### config.mk
export PLATFORM = sky130hd
export DESIGN_NAME = result_uart_tx
export DESIGN_NICKNAME = d
export VERILOG_FILES = /design/src/rtl/result_uart_tx.sv
export SDC_FILE = /design/constraint.sdc
export NUM_CORES = 1
export LEC_CHECK = 0
export CAP_MARGIN = 0
export CORE_MARGIN = 8
export CORE_UTILIZATION = 50
export DETAILED_ROUTE_END_ITERATION = 10
export PLACE_DENSITY = 0.7
export SLEW_MARGIN = 20
export SYNTH_ARGS = -nofsm -noshare
export SYNTH_HDL_FRONTEND = slang
export SYNTH_SLANG_ARGS = --single-unit
### constraint.sdc
create_clock -name clk -period 13.8 [get_ports clk]
set_clock_uncertainty 0.1 [all_clocks]
set_input_delay 3.45 -clock clk [delete_from_list [all_inputs] [get_ports clk]]
set_output_delay 3.45 -clock clk [all_outputs]
set_load 0.03 [all_outputs]
### src/rtl/result_uart_tx.sv
// Formats a signed 16-bit ALU result as ASCII decimal text plus CR LF and sends it as 8N1 UART frames.
// Optional build macro RESULT_TX_OVF_EN: an accepted start with overflow set sends "OVF\r\n" instead of the value.
module result_uart_tx #(
    parameter int OVERSAMPLE = 16,
    parameter int IDLE_GAP   = 0
) (
    input  logic               clk,
    input  logic               reset,
    input  logic               baud,
    input  logic               start,
    input  logic signed [15:0] value,
    input  logic               overflow,
    output logic               tx,
    output logic               busy,
    output logic               done
);
    localparam logic [2:0] S_IDLE    = 3'd0;
    localparam logic [2:0] S_CONVERT = 3'd1;
    localparam logic [2:0] S_LOAD    = 3'd2;
    localparam logic [2:0] S_SEND    = 3'd3;
    localparam logic [2:0] S_FINISH  = 3'd4;

    localparam int TICK_W   = $clog2(OVERSAMPLE);
    localparam int LAST_BIT = 9 + IDLE_GAP;
    localparam int BIT_W    = $clog2(LAST_BIT + 1);
    localparam logic [TICK_W-1:0] TICK_LAST = TICK_W'(OVERSAMPLE - 1);
    localparam logic [BIT_W-1:0]  BIT_LAST  = BIT_W'(LAST_BIT);
    localparam logic [63:0]       OVF_TEXT  = 64'h0000_000A_0D46_564F;

    logic [2:0]        state;
    logic [TICK_W-1:0] tick_cnt;
    logic [BIT_W-1:0]  bit_cnt;
    logic [3:0]        conv_cnt;
    logic [2:0]        ptr;
    logic [2:0]        last_ptr;
    logic              neg;
    logic [15:0]       mag;
    logic [19:0]       bcd;
    logic [63:0]       char_buf;
    logic [7:0]        shift_reg;

`ifdef RESULT_TX_OVF_EN
    logic ovf_take;
    assign ovf_take = overflow;
`else
    logic ovf_take;
    logic unused_ovf;
    assign ovf_take   = 1'b0;
    assign unused_ovf = overflow;
`endif

    function automatic logic [19:0] dabble_adjust(input logic [19:0] d);
        logic [19:0] r;
        for (int i = 0; i < 5; i++)
            r[4*i +: 4] = (d[4*i +: 4] >= 4'd5) ? d[4*i +: 4] + 4'd3 : d[4*i +: 4];
        return r;
    endfunction

    logic [19:0] bcd_adj;
    logic [19:0] bcd_next;
    logic [63:0] text;
    logic [3:0]  text_len;
    logic        lead;
    logic [3:0]  digit;

    // One double-dabble step; on the final step the text is assembled from the finished digits.
    always_comb begin
        bcd_adj  = dabble_adjust(bcd);
        bcd_next = {bcd_adj[18:0], mag[15]};
        text     = '0;
        text_len = '0;
        lead     = 1'b0;
        digit    = '0;
        if (neg) begin
            text[7:0] = 8'h2D;
            text_len  = 4'd1;
        end
        for (int d = 4; d >= 0; d--) begin
            digit = bcd_next[4*d +: 4];
            if (digit != 4'd0 || lead || d == 0) begin
                lead = 1'b1;
                text[{text_len[2:0], 3'b000} +: 8] = {4'h3, digit};
                text_len = text_len + 4'd1;
            end
        end
        text[{text_len[2:0], 3'b000} +: 8] = 8'h0D;
        text_len = text_len + 4'd1;
        text[{text_len[2:0], 3'b000} +: 8] = 8'h0A;
        text_len = text_len + 4'd1;
    end

    always_ff @(posedge clk) begin
        if (!reset) begin
            state    <= S_IDLE;
            tx       <= 1'b1;
            busy     <= 1'b0;
            done     <= 1'b0;
            tick_cnt <= '0;
            bit_cnt  <= '0;
            conv_cnt <= '0;
            ptr      <= '0;
        end else begin
            done <= 1'b0;
            case (state)
                S_IDLE: begin
                    tx <= 1'b1;
                    if (start) begin
                        busy     <= 1'b1;
                        ptr      <= '0;
                        conv_cnt <= '0;
                        state    <= ovf_take ? S_LOAD : S_CONVERT;
                    end
                end
                S_CONVERT: begin
                    conv_cnt <= conv_cnt + 4'd1;
                    if (conv_cnt == 4'd15)
                        state <= S_LOAD;
                end
                S_LOAD: begin
                    tx       <= 1'b0;
                    tick_cnt <= '0;
                    bit_cnt  <= '0;
                    state    <= S_SEND;
                end
                S_SEND: begin
                    if (baud) begin
                        if (tick_cnt == TICK_LAST) begin
                            tick_cnt <= '0;
                            if (bit_cnt == BIT_LAST) begin
                                if (ptr == last_ptr) begin
                                    state <= S_FINISH;
                                    done  <= 1'b1;
                                    busy  <= 1'b0;
                                end else begin
                                    ptr   <= ptr + 3'd1;
                                    state <= S_LOAD;
                                end
                            end else begin
                                bit_cnt <= bit_cnt + 1'b1;
                                tx      <= shift_reg[0];
                            end
                        end else begin
                            tick_cnt <= tick_cnt + 1'b1;
                        end
                    end
                end
                S_FINISH: state <= S_IDLE;
                default:  state <= S_IDLE;
            endcase
        end
    end

    // Datapath registers; the shifter back-fills ones so stop and gap bits fall out naturally.
    always_ff @(posedge clk) begin
        case (state)
            S_IDLE: begin
                if (start) begin
                    neg <= value[15];
                    mag <= value[15] ? 16'd0 - value : value;
                    bcd <= '0;
                    if (ovf_take) begin
                        char_buf <= OVF_TEXT;
                        last_ptr <= 3'd4;
                    end
                end
            end
            S_CONVERT: begin
                bcd <= bcd_next;
                mag <= {mag[14:0], 1'b0};
                if (conv_cnt == 4'd15) begin
                    char_buf <= text;
                    last_ptr <= 3'(text_len - 4'd1);
                end
            end
            S_LOAD: shift_reg <= char_buf[{ptr, 3'b000} +: 8];
            S_SEND: begin
                if (baud && tick_cnt == TICK_LAST)
                    shift_reg <= {1'b1, shift_reg[7:1]};
            end
            default: ;
        endcase
    end
endmodule

==> flow_summary_export.csv <==
group,metric,value,unit
setup_path,crit_chain,"inv_1 > ha_1 > nand2b_1 > a21oi_1 > mux2i_1 > and4_1 > inv_6 > fa_1 > clkinv_1 > ha_1 > a21o_1 > inv_1 > ha_1 > mux2_2 > ha_1 > ha_1 > ha_1 > or4_1 > and3b_1 > a31oi_1 > o21ai_0",
sta,rsz0062_at_grt,"false",
floorplan,die_area,0.01960,mm2
sta,slew-limit-headroom,25.74,%
synthesis,synth-edff-count,89,
clock_tree,cts_tree,"yes",
placement,port_buffers,22,
power_and_ir_drop,power.total,1431,uW
sta,holdWs,0.3981,ns
placement,dp_hpwl,15.40,mm
floorplan,io_pins,24,
finish,layout_commonest_cell,"edfxtp_1",
synthesis,avgSynthCellArea,9.399,um2
synthesis,synth_flop_cell,"edfxtp_1",
floorplan,die_w,140.0,um
clock_tree,cts.clk_slew.worst_paths,0.07,ns
finish,fin_area,0.008372,mm2
setup_path,critPathArrivalTime,7.67,ns
route,vias,6443,
finish,largestRegisters,"char_buf: 41 flops, bcd: 20 flops, mag: 16 flops",
finish,regMostFlops,"char_buf",
global_route,grt_usage,20.69,%
clock_tree,clk_latency,0.36,ns
route,wl_per_cell,20.08,um
placement,placed_area,0.008028,mm2
setup_path,worstPathMaxFanout,15,
synthesis,ys_seq_area_share,40.23,%
route,dr.pass1.iters,6,
sta,maxSlewViolCount,0,
finish,num_antenna_cells,0,
run_status,status,"complete, no violations",
sta,tightest_slew,1.102,ns
synthesis,yosysUniqueCellTypes,82,
setup_path,slowest_stage,"fa_1",
sta,report.final.setup_viol,0,
global_route,grt_pass1_vias,6157,
power_and_ir_drop,cellLeakagePower,0.003137,uW
route,dr.first_iter.drc_count,793,
finish,post-route-util,55.48,%
clock_tree,post_cts_buffers,0,
setup_path,critPathKind,"reg2reg",
setup_path,r2r_cells,21,
route,antenna_left,0,
global_route,grt-ovfl-total,0,
sta,max_freq,129.9,MHz
sta,tns,0,ns
worst_hold_path,min_path_cells,2,
finish,largest_register_ffs,41,
synthesis,syn_nets,880,
global_route,antenna_found_initial,0,
finish,nNetsFinal,881,
power_and_ir_drop,vdd_drop_max,78.28,uV
clock_tree,clockBufferDepth,2,
clock_tree,postCtsHoldBufs,0,
sta,finalHoldViolCount,0,
floorplan,die_h,140.0,um
floorplan,initial_utilization,50.95,%
clock_tree,clock_sinks,110,
floorplan,fp.coreArea,0.01509,mm2
finish,layout_common_cells,"89 x edfxtp_1, 88 x nand2_1, 75 x nor2_1, 56 x o21ai_0, 40 x ha_1",
clock_tree,postCtsResizedCells,0,
setup_path,cp-start-kind,"register",
synthesis,syn_area,0.007689,mm2
finish,drive_gt1_share,7.160,%
flow_run,cap_viol_max_count,0,
synthesis,synth_warnings,0,
setup_path,cp_data_required_time,13.77,ns
synthesis,ys_ff_latch,110,
finish,area_growth,8.885,%
route,wirelength,20.32,mm
placement,gp_congestion,1.112,
global_route,grt_max_degree,45,
setup_path,end_kind,"register",
sta,post-route-period-util,55.78,%
setup_path,cpMostUsedCell,"ha_1",
clock_tree,numCtsBuffers,9,
clock_tree,htree_levels,3,
synthesis,synthArstFlopShare,0,%
clock_tree,cts_root_buffer,"clkbuf_16",
synthesis,synthCells,818,
power_and_ir_drop,cellPowerDensity,171.0,mW/mm2
floorplan,num_rows,45,
worst_hold_path,hp-class,"reg2reg",
setup_path,max_stage_delay,0.91,ns
route,drc,0,
route,via_per_inst,6.367,
sta,min_period,7.697,ns
global_route,grt_pass1_wl,32.49,mm
[final timing paths]
| kind | to | start | slack [ns] |
|---|---|---|---|
| worst min register to register | busy | busy | 0.40 |
| worst min-delay path | busy | busy | 0.40 |
| worst max-delay path | char_buf[41] | bcd[16] | 6.10 |
| worst max register to register | char_buf[41] | bcd[16] | 6.10 |
[layout make-up]
cell class / instances / area (um2)
inverters: 40 / 157.7
multi-input cells: 631 / 4293
flip-flops and latches: 110 / 3093
fillers: 1306 / 6718
repair buffers: 27 / 270.3
clock inverters: 6 / 83.83
well taps: 188 / 235.2
clock buffers: 10 / 239.0
[critical path, delay by kind of cell (launching register included)]
kind	cells	cell delay [ns]
flops	1	0.42
fa+ha+maj	7	3.06
buf+inv	4	0.79
simple gates	4	1.57
mux	2	0.69
compound gates	4	0.79
[stage by stage]
stage / setup slack (ns) / cells
3_3_place_gp: 6.455 / 995
3_5_place_dp: 6.291 / 995
6_report: 6.103 / 1012
5_1_grt: 5.768 / 1012
2_1_floorplan: 7.365 / 818
4_1_cts: 6.237 / 1011
[metal layers]
| layer | routed length [um] | share of wire (%) | vias up | global-route usage [%] |
|---|---|---|---|---|
| li1 | - | - | 3050 | - |
| met1 | 8752 | 43 | 3073 | 26.42 |
| met2 | 9602 | 47 | 267 | 34.67 |
| met3 | 1335 | 6.6 | 53 | 3.194 |
| met4 | 631 | 3.1 | 0 | 8.000 |
| met5 | 0 | 0 | - | 0 |
[report_power, final]
group	leakage [uW]	total, uW	internal, uW	switching, uW
combinational	0.00196	720	255	465
sequential	0.00102	433	418	14.7
clock	0.000159	278	151	128
total	0.00314	1430	823	608
[kinds of logic after synthesis]
| logic type | synth area share, % |
|---|---|
| buf+inv | 4.052 |
| flops | 40.23 |
| xor+xnor | 3.401 |
| fa+ha+maj | 6.770 |
| mux | 6.997 |
| simple gates | 20.86 |
| compound gates | 17.69 |
[cell usage after synthesis, types with 11 or more instances]
| cell type | number | area, um2 |
|---|---|---|
| ha_1 | 40 | 500.5 |
| nor3_1 | 23 | 115.1 |
| dfxtp_1 | 21 | 420.4 |
| edfxtp_1 | 89 | 2673 |
| clkbuf_1 | 31 | 116.4 |
| a21oi_1 | 38 | 190.2 |
| nand2_1 | 88 | 330.3 |
| nor2_1 | 76 | 285.3 |
| a31oi_1 | 12 | 75.07 |
| mux2i_1 | 29 | 290.3 |
| nor2b_1 | 12 | 75.07 |
| xnor2_1 | 11 | 96.34 |
| nand2b_1 | 16 | 100.1 |
| inv_1 | 36 | 135.1 |
| nand3_1 | 27 | 135.1 |
| o21ai_0 | 56 | 280.3 |
| and3_1 | 13 | 81.33 |
| xor2_1 | 17 | 148.9 |
Power figures use the tool's default switching activity.
